### src/rtl/axis_sa_pkg.sv
// Shared types and default geometry for the axis_sa pipeline.
//   SA_R, SA_C, SA_WY : matrix geometry and word width used by axis_sa.
//   SA_WO, SA_SHIFT   : requantised output width and rounding shift.
//   y_word_t          : one signed accumulator word from axis_sa.
//   q_word_t          : one signed requantised word.
//   bank_state_t      : occupancy of one ping-pong bank.
package axis_sa_pkg;

  localparam int SA_R     = 8;
  localparam int SA_C     = 4;
  localparam int SA_WY    = 15;
  localparam int SA_WO    = 8;
  localparam int SA_SHIFT = 2;

  typedef logic signed [SA_WY-1:0] y_word_t;
  typedef logic signed [SA_WO-1:0] q_word_t;

  typedef enum logic [1:0] {
    EMPTY,
    FILLING,
    FULL
  } bank_state_t;

endpackage

### src/rtl/sa_requant.sv
// Combinational requantiser for one word: round half up, arithmetic shift
// right by SHIFT, then saturate into the signed WO-bit range.
//   x : signed WY-bit input word
//   q : signed WO-bit requantised word
module sa_requant #(
  parameter int WY    = 15,
  parameter int WO    = 8,
  parameter int SHIFT = 2
) (
  input  logic signed [WY-1:0] x,
  output logic signed [WO-1:0] q
);

  // (2**SHIFT)/2 is the half-LSB rounding term and is 0 when SHIFT is 0.
  localparam logic signed [WY:0] RND  = (WY+1)'((2**SHIFT) / 2);
  localparam logic signed [WY:0] QMAX = (WY+1)'((2**(WO-1)) - 1);
  localparam logic signed [WY:0] QMIN = ~QMAX;

  logic signed [WY:0] t;
  logic signed [WY:0] sh;

  always_comb begin
    // One guard bit keeps x + RND from overflowing.
    t  = $signed({x[WY-1], x}) + RND;
    sh = t >>> SHIFT;
    if (sh > QMAX) begin
      q = QMAX[WO-1:0];
    end else if (sh < QMIN) begin
      q = QMIN[WO-1:0];
    end else begin
      q = sh[WO-1:0];
    end
  end

endmodule

### src/rtl/axis_y_transpose.sv
// Requantise-and-transpose stage behind axis_sa. Accepts C column beats of R
// words per matrix, stores requantised words in a ping-pong buffer, and emits
// R row beats of C words. One bank fills while the other drains.
//   clk, rstn        : clock, asynchronous active-low reset
//   s_valid/s_ready  : input handshake
//   s_data           : one column of Y, word r = Y[r][col]
//   s_last           : final column of a matrix
//   m_valid/m_ready  : output handshake
//   m_data           : one row of Yq, word c = Yq[row][c]
//   m_last           : high on output row R-1
//   err              : sticky framing error (early or missing s_last)
module axis_y_transpose
  import axis_sa_pkg::*;
#(
  parameter int R     = SA_R,
  parameter int C     = SA_C,
  parameter int WY    = SA_WY,
  parameter int WO    = SA_WO,
  parameter int SHIFT = SA_SHIFT
) (
  input  logic                   clk,
  input  logic                   rstn,
  input  logic                   s_valid,
  output logic                   s_ready,
  input  logic [R-1:0][WY-1:0]   s_data,
  input  logic                   s_last,
  output logic                   m_valid,
  input  logic                   m_ready,
  output logic [C-1:0][WO-1:0]   m_data,
  output logic                   m_last,
  output logic                   err
);

  localparam int CW = (C > 1) ? $clog2(C) : 1;
  localparam int RW = (R > 1) ? $clog2(R) : 1;
  localparam logic [CW-1:0] COL_LAST = CW'(C - 1);
  localparam logic [RW-1:0] ROW_LAST = RW'(R - 1);

  bank_state_t state_q [2];
  bank_state_t state_d [2];

  logic          wr_bank;
  logic          rd_bank;
  logic [CW-1:0] col_cnt;
  logic [RW-1:0] row_cnt;

  logic [WO-1:0] mem [2][C][R];
  logic [R-1:0][WO-1:0] q_col;

  logic accept;
  logic col_end;
  logic close;
  logic m_fire;
  logic drain;

  for (genvar r = 0; r < R; r++) begin : g_rq
    sa_requant #(
      .WY   (WY),
      .WO   (WO),
      .SHIFT(SHIFT)
    ) u_rq (
      .x(s_data[r]),
      .q(q_col[r])
    );
  end

  assign s_ready = (state_q[wr_bank] != FULL);
  assign accept  = s_valid & s_ready;
  assign col_end = (col_cnt == COL_LAST);
  assign close   = accept & (s_last | col_end);

  assign m_valid = (state_q[rd_bank] == FULL);
  assign m_fire  = m_valid & m_ready;
  assign drain   = m_fire & (row_cnt == ROW_LAST);
  assign m_last  = m_valid & (row_cnt == ROW_LAST);

  always_comb begin
    m_data = '0;
    for (int unsigned c = 0; c < C; c++) begin
      m_data[c] = mem[rd_bank][c][row_cnt];
    end
  end

  // Bank occupancy. wr_bank and rd_bank never address the same bank in a
  // cycle where both a close and a drain happen, so the two updates are
  // independent.
  always_comb begin
    state_d = state_q;
    if (accept) begin
      state_d[wr_bank] = close ? FULL : FILLING;
    end
    if (drain) begin
      state_d[rd_bank] = EMPTY;
    end
  end

  always_ff @(posedge clk or negedge rstn) begin
    if (!rstn) begin
      for (int unsigned b = 0; b < 2; b++) begin
        state_q[b] <= EMPTY;
      end
    end else begin
      state_q <= state_d;
    end
  end

  always_ff @(posedge clk or negedge rstn) begin
    if (!rstn) begin
      for (int unsigned b = 0; b < 2; b++) begin
        for (int unsigned c = 0; c < C; c++) begin
          for (int unsigned r = 0; r < R; r++) begin
            mem[b][c][r] <= '0;
          end
        end
      end
      wr_bank <= 1'b0;
      rd_bank <= 1'b0;
      col_cnt <= '0;
      row_cnt <= '0;
      err     <= 1'b0;
    end else begin
      if (accept) begin
        for (int unsigned r = 0; r < R; r++) begin
          mem[wr_bank][col_cnt][r] <= q_col[r];
        end
        if (close) begin
          // Early s_last: clear the columns this matrix never wrote so stale
          // data from an older matrix in this bank cannot leak out.
          if (!col_end) begin
            for (int unsigned j = 0; j < C; j++) begin
              if (CW'(j) > col_cnt) begin
                for (int unsigned r = 0; r < R; r++) begin
                  mem[wr_bank][j][r] <= '0;
                end
              end
            end
          end
          // Framing is good only when s_last coincides with the last column.
          if (s_last != col_end) begin
            err <= 1'b1;
          end
          col_cnt <= '0;
          wr_bank <= ~wr_bank;
        end else begin
          col_cnt <= col_cnt + 1'b1;
        end
      end

      if (m_fire) begin
        if (row_cnt == ROW_LAST) begin
          row_cnt <= '0;
          rd_bank <= ~rd_bank;
        end else begin
          row_cnt <= row_cnt + 1'b1;
        end
      end
    end
  end

endmodule

### config.mk
export PLATFORM = sky130hd
export DESIGN_NAME = axis_y_transpose
export DESIGN_NICKNAME = d
export VERILOG_FILES = /design/src/rtl/axis_sa_pkg.sv /design/src/rtl/sa_requant.sv /design/src/rtl/axis_y_transpose.sv
export SDC_FILE = /design/constraint.sdc
export NUM_CORES = 1
export LEC_CHECK = 0
export ABC_AREA = 1
export BUFFER_PORTS_ARGS = -buffer_cell sky130_fd_sc_hd__buf_2
export CAP_MARGIN = 5
export CORE_MARGIN = 1.5
export CORE_UTILIZATION = 50
export CTS_BUF_LIST = sky130_fd_sc_hd__clkbuf_8
export DETAILED_ROUTE_END_ITERATION = 10
export PLACE_DENSITY_LB_ADDON = 0.12
export REMOVE_ABC_BUFFERS = 1
export SLEW_MARGIN = 20
export SYNTH_ARGS = -nofsm -noshare
export SYNTH_HDL_FRONTEND = slang
export SYNTH_HIERARCHICAL = 1
export SYNTH_SLANG_ARGS = --single-unit
export TNS_END_PERCENT = 30
### constraint.sdc
create_clock -name clk -period 4.15 [get_ports clk]
set_input_delay 0.415 -clock clk [delete_from_list [all_inputs] [get_ports clk]]
set_output_delay 0.415 -clock clk [all_outputs]
set_load 0.03 [all_outputs]
---- Yosys cells after proc, flatten, opt, wreduce, memory -nomap -nowiden ----
Index checks and enable logic that the tools add are counted.
word-level totals
  bits in registers ....................... 524
  input bits .............................. 125
  output and inout port bits .............. 36
  word-level logic and storage cells ...... 363
operators by class
  $add $sub $neg .......................... 10
  order comparisons ....................... 27
  equality and inequality tests ........... 5
  mux-type cells .......................... 166
  bitwise logic cells ..................... 78
  reductions and logical operators ........ 6
operators by type and width
  operator                 number
  $and A512 B512 Y512      32
  $not A512 Y512           32
  $demux W256 S1           40
  $mux W512                15
  $bwmux W512              8
  $mux W256                12
  $demux W64 S2            8
  $mux W248                1
  $mux W240                1
  $mux W232                1
  $mux W224                1
  $mux W216                1
  $mux W208                1
  $mux W8                  26
  $mux W200                1
  $mux W192                1
  $mux W184                1
  $mux W176                1
  $mux W168                1
  $mux W160                1
  $mux W152                1
  $mux W144                1
  $mux W136                1
  $add A15 B3 Y16 const B  8
  other kinds (47)         96

---- Depth between registers and ports, before layout ----
  depth in word-level cells ............... 62
  gate-level depth with buffers ........... 16
  mapped depth without buffers ............ 16

---- Modules after synthesis ----
Netlist, hierarchy kept.
by module, submodules not included
  module                         times used  cells an instance  area each (um^2)  sequential area each (um^2)
  axis_y_transpose               1           3747               27752.9           13112.6
  sa_requant (g_rq[0].u_rq ...)  7           85                 430.4             0.0
  sa_requant (g_rq[7].u_rq)      1           86                 441.7             0.0

---- Least setup slack after synthesis ----
OpenSTA, ideal clock, no wires.
  path type ............................... register to register
  start point ............................. register col_cnt[0]
  end point ............................... register mem[276] in the netlist's numbering
  setup time .............................. 0.074 ns
  data arrival time ....................... 1.957 ns
  data required time ...................... 4.076 ns
  path slack .............................. 2.119 ns
  stages on the path, launching flop included .. 9
  path buffers ............................ 1
  period minus slack after synthesis ...... 2.031 ns
  cell sequence ........................... dfrtp_1 > ha_1 > inv_2 > ha_1 > inv_2 > o2111ai_2 > clkbuf_1 > nand2_1 > o21ai_2
between the ends
  word-level cells in the longest chain between the ends .. 59
  elaborated cells between the ends (all ways) .. 91
  classes of those cells .................. 6 x order compare; 1 x eq/ne; 48 x mux; 35 x bitwise; 1 x reduce/logical
ends and longest elaborated chain
  item                                        line                     text
  from (decl)                                 axis_y_transpose.sv:44   logic [CW-1:0] col_cnt;
  from (signal assigned)                      axis_y_transpose.sv:145  col_cnt <= col_cnt + 1'b1;
  $not A2 Y3 (not written as such)            axis_y_transpose.sv:124  mem[wr_bank][col_cnt][r] <= q_col[r];
  $demux W64 S2                               axis_y_transpose.sv:124
  $mux W256 (not written as such)             axis_y_transpose.sv:124
  $demux W256 S1                              axis_y_transpose.sv:124
  $bwmux W512 (8 in a row)                    axis_y_transpose.sv:124
  $and A512 B512 Y512 (no line) (8 in a row)  --
  $mux W512                                   axis_y_transpose.sv:131  if (CW'(j) > col_cnt) begin
  $mux W512                                   axis_y_transpose.sv:129  if (!col_end) begin
  [22 not listed]                             --
  $mux W512                                   axis_y_transpose.sv:131
  $mux W512                                   axis_y_transpose.sv:129
  $mux W512                                   axis_y_transpose.sv:126  if (close) begin
  $mux W512                                   axis_y_transpose.sv:122  if (accept) begin
  $and A512 B512 Y512 (no line) (8 in a row)  --
  $mux W512                                   axis_y_transpose.sv:131
  $mux W512                                   axis_y_transpose.sv:129
  $mux W512 *                                 axis_y_transpose.sv:126
  to (signal, indexed assignment)             axis_y_transpose.sv:124
  to (decl)                                   axis_y_transpose.sv:47   logic [WO-1:0] mem [2][C][R];
Every way passes the cells marked *; elsewhere a longest branch is shown, timed or not. The select of a mux whose other input is x is not followed.
A chain may end at the register's enable or synchronous reset.

==> metrics.csv <==
stage;metric;value;unit
grt;grt_first_pass_wirelength;153;mm
die;initial_cell_density_of_the_core;50.6;%
power_and_ir_drop;ir_drop;0.954;mV
logic_synthesis;synthArstFlopShare;100;%
final_layout;multiInputGateArea;15200;µm²
drt;vias;29496;
worst_setup_path;critical_path.max_fanout;194;
placed_design;pre_cts_slack;1340;ps
power_and_ir_drop;power.density_cell_area;798;nW/µm²
clock_tree;cts_sinks;524;
grt;globalRoute.totalOverflow;0;
timing;slew_headroom;31.2;%
grt;grt_pass1_vias;27547;
final_layout;nFillCells;6193;
clock_tree;tritoncts;yes;
drt;postRouteAntennaNets;0;
worst_setup_path;worst-endpoint-arrival;3090;ps
clock_tree;post_cts.resized_instances;0;
drt;routed_wire_length_per_instance;17.9;µm
timing;setup_ws;650;ps
clock_tree;cts_max_path_buffers;3;
clock_tree;cts-buffers-inserted;90;
worst_setup_path;worst_setup_path_class;reg -> out;
logic_synthesis;biggest_area_contributors_in_the_synthesized_netlist;sky130_fd_sc_hd__dfrtp_1 42%, sky130_fd_sc_hd__nand2_1 19%, sky130_fd_sc_hd__o21ai_0 9.4%;
final_layout;synthToLayoutAreaGrowth;9.16;%
timing;finalClockSkew;22.0;ps
clock_tree;clk_pin_slew;60;ps
timing;hold_viol;0;
hold_path;worstHoldPathType;in -> reg;
drt;viasPerCell;5.51;
logic_synthesis;yosysSeqAreaShare;42.0;%
timing;final_min_period_over_clock_period;84.3;%
die;fp.dieH;253;µm
logic_synthesis;synthesis.instances;4428;
die;io_pins;161;
drt;wl;95.9;mm
final_layout;layout-drive-gt1-share;10.4;%
status;outcome;completed;
final_layout;regArea;13100;µm²
timing;finalSetupViolations;0;
timing;final_total_negative_setup_slack;0;ps
die;floorplan.rows;91;
power_and_ir_drop;p_leak;17.8;nW
worst_setup_path;capturing_element_type_of_the_critical_path;output pin;
grt;antenna_found_initial;1;
grt;globalRouteTotalUtil;30.3;%
grt;grt_max_degree;195;
logic_synthesis;yosys.area.top_type_share;42.0;%
logic_synthesis;netlist_area;31200;µm²
logic_synthesis;yosys_warnings;6;
worst_setup_path;worst-endpoint-required;3730;ps
clock_tree;clk_root_buffer_cell;sky130_fd_sc_hd__clkbuf_8;
logic_synthesis;cell_type_with_the_highest_aggregate_area_in_the_netlist;sky130_fd_sc_hd__dfrtp_1;
timing;max_freq;0.286;GHz
timing;min_period;3500;ps
final_layout;final_net_count;4587;
run;max_cap_violations;0;
placed_design;io_buffers;152;
logic_synthesis;synth-seq-cells;524;
clock_tree;post-cts-setup-buffers;0;
logic_synthesis;yosys_most_used_dff;sky130_fd_sc_hd__dfrtp_1;
clock_tree;htree_num_levels;3;
die;core;61700;µm²
logic_synthesis;netlist-cell-type-count;42;
placed_design;routabilityCongestion;0.833;
timing;maxSlewViolCount;0;
worst_setup_path;startpoint_type;flip-flop;
drt;post-route-drc-count;0;
timing;worst_slew_pin_slew;1030;ps
worst_setup_path;r2r_setup_slack;1250;ps
drt;drtIter0Drc;2443;
final_layout;antenna-diode-count;0;
die;die-area;63900;µm²
clock_tree;worstSkewPairLatency;710;ps
drt;number_of_iterations_in_the_first_detailed_routing_pass;8;
placed_design;dp_hpwl;57.8;mm
die;fp.dieW;253;µm
timing;unrepaired_setup_endpoints_after_global_routing;no;
logic_synthesis;syn-mean-instance-area;7.05;µm²
logic_synthesis;count_of_flip_flops_with_a_built_in_enable_after_synthesis;0;
critical path, stage by stage (launching register included):
cell and delay (ps):
sky130_fd_sc_hd__dfrtp_4 470, sky130_fd_sc_hd__buf_12 550, sky130_fd_sc_hd__nor2_1 130, sky130_fd_sc_hd__nor2_1 110, sky130_fd_sc_hd__o21ai_0 100, sky130_fd_sc_hd__o211ai_1 150, sky130_fd_sc_hd__nand3_1 230, sky130_fd_sc_hd__nand2_1 200
sky130_fd_sc_hd__buf_2 230
repair_timing:
action | CTS | global route
endpoints found under the setup margin | 0 | 0
hold buffers | 1 | 0
endpoints found under the hold margin | 79 | 0
cells by family (layout without fill, tap and decap cells):
logic type,after synthesis,count (layout),share of synthesized area (%)
and+or+nand+nor,2158,2158,28.8
DFF,524,524,42.0
xor gates and xnor gates,48,48,1.35
adders and majority gates,15,15,0.601
buffers and inverters,675,759,9.53
AOI/OAI and AO/OA,1008,1008,17.7
per-stage QoR:
step / hold WS, ps / util, % / cell area [µm²] / power [mW] / std cells
floorplan: 119 / - / 29700 / 18.1 / 4146
global placement: 458 / 52.2 / 32200 / 22.0 / 5191
detailed placement: 463 / 52.2 / 32200 / 22.3 / 5191
CTS: 127 / 55.2 / 34100 / 27.2 / 5349
global route: 176 / 55.2 / 34100 / 29.5 / 5349
finish: 163 / 55.2 / 34100 / 27.2 / 5349
path summary, 6_finish.rpt:
check	end	cells after the start	startpoint
setup / recovery	m_data[27]	8	rd_bank
hold / removal	err	4	s_last
setup reg to reg	mem[429]	9	col_cnt[0]
hold reg to reg	mem[282]	2	mem[282]
max in group asynchronous	mem[192]	3	rstn
min in group asynchronous	mem[293]	2	rstn
flip-flops by register name, indices dropped and copies added (netlist names):
name     count
row_cnt      3
col_cnt      2
err          1
rd_bank      1
state_q      4
wr_bank      1
mem        512
cell usage in the layout, fill, tap and decap left out, types with 4 or more instances in the layout:
master / synthesis / final
sky130_fd_sc_hd__o22ai_1: 106 / 106
sky130_fd_sc_hd__nand2_4: 9 / 8
sky130_fd_sc_hd__a21oi_1: 158 / 158
sky130_fd_sc_hd__nand2_1: 1580 / 1580
sky130_fd_sc_hd__nor2_4: 26 / 28
sky130_fd_sc_hd__buf_4: 3 / 39
sky130_fd_sc_hd__nand3b_1: 8 / 8
sky130_fd_sc_hd__o211ai_1: 65 / 65
sky130_fd_sc_hd__ha_1: 15 / 15
sky130_fd_sc_hd__buf_12: 0 / 17
sky130_fd_sc_hd__nand3_1: 226 / 226
sky130_fd_sc_hd__nand3_2: 11 / 10
sky130_fd_sc_hd__nor2_1: 218 / 217
sky130_fd_sc_hd__nand2_2: 27 / 27
sky130_fd_sc_hd__nor2_2: 9 / 8
sky130_fd_sc_hd__o21a_1: 7 / 7
sky130_fd_sc_hd__inv_2: 6 / 4
sky130_fd_sc_hd__clkinv_2: 0 / 9
sky130_fd_sc_hd__nand4_1: 40 / 40
sky130_fd_sc_hd__o21ai_1: 55 / 55
sky130_fd_sc_hd__xnor2_1: 24 / 24
sky130_fd_sc_hd__clkbuf_8: 0 / 116
sky130_fd_sc_hd__o21ai_0: 589 / 589
sky130_fd_sc_hd__inv_1: 382 / 409
sky130_fd_sc_hd__o21ai_2: 20 / 20
sky130_fd_sc_hd__dfrtp_1: 524 / 520
sky130_fd_sc_hd__buf_2: 100 / 151
sky130_fd_sc_hd__xor2_1: 24 / 24
cell usage after synthesis (6+ instances only):
library cell,instances
sky130_fd_sc_hd__a21oi_1,158
sky130_fd_sc_hd__buf_1,20
sky130_fd_sc_hd__buf_2,100
sky130_fd_sc_hd__buf_6,36
sky130_fd_sc_hd__clkbuf_1,120
sky130_fd_sc_hd__dfrtp_1,524
sky130_fd_sc_hd__ha_1,15
sky130_fd_sc_hd__inv_1,382
sky130_fd_sc_hd__inv_2,6
sky130_fd_sc_hd__nand2_1,1580
sky130_fd_sc_hd__nand2_2,27
sky130_fd_sc_hd__nand2_4,9
sky130_fd_sc_hd__nand3_1,226
sky130_fd_sc_hd__nand3_2,11
sky130_fd_sc_hd__nand3b_1,8
sky130_fd_sc_hd__nand4_1,40
sky130_fd_sc_hd__nor2_1,218
sky130_fd_sc_hd__nor2_2,9
sky130_fd_sc_hd__nor2_4,26
sky130_fd_sc_hd__o211ai_1,65
sky130_fd_sc_hd__o21a_1,7
sky130_fd_sc_hd__o21ai_0,589
sky130_fd_sc_hd__o21ai_1,55
sky130_fd_sc_hd__o21ai_2,20
sky130_fd_sc_hd__o22ai_1,106
sky130_fd_sc_hd__xnor2_1,24
sky130_fd_sc_hd__xor2_1,24
routing by layer:
| layer | vias up | GRT usage [%] | part of all wire (%) |
|---|---|---|---|
| met5 | - | 0 | 0 |
| met4 | 0 | 9.55 | 2.6 |
| met3 | 158 | 3.87 | 6.5 |
| met2 | 960 | 49.4 | 46 |
| met1 | 14027 | 42.0 | 45 |
| li1 | 14351 | - | - |
cell type report:
| type | count | share of cell area, % |
|---|---|---|
| clock buffer | 116 | 4.69 |
| clock inverter | 41 | 0.632 |
| inverter | 393 | 4.40 |
| multi-input combinational | 3229 | 44.5 |
| sequential | 524 | 38.5 |
| tap | 837 | 3.07 |
| timing repair buffer | 209 | 4.15 |
power by group:
group / switching [mW] / internal [mW]
sequential: 1.23 / 7.40
combinational: 9.44 / 4.35
clock: 2.21 / 2.56
Note: power is estimated with default switching activity, not from simulation.
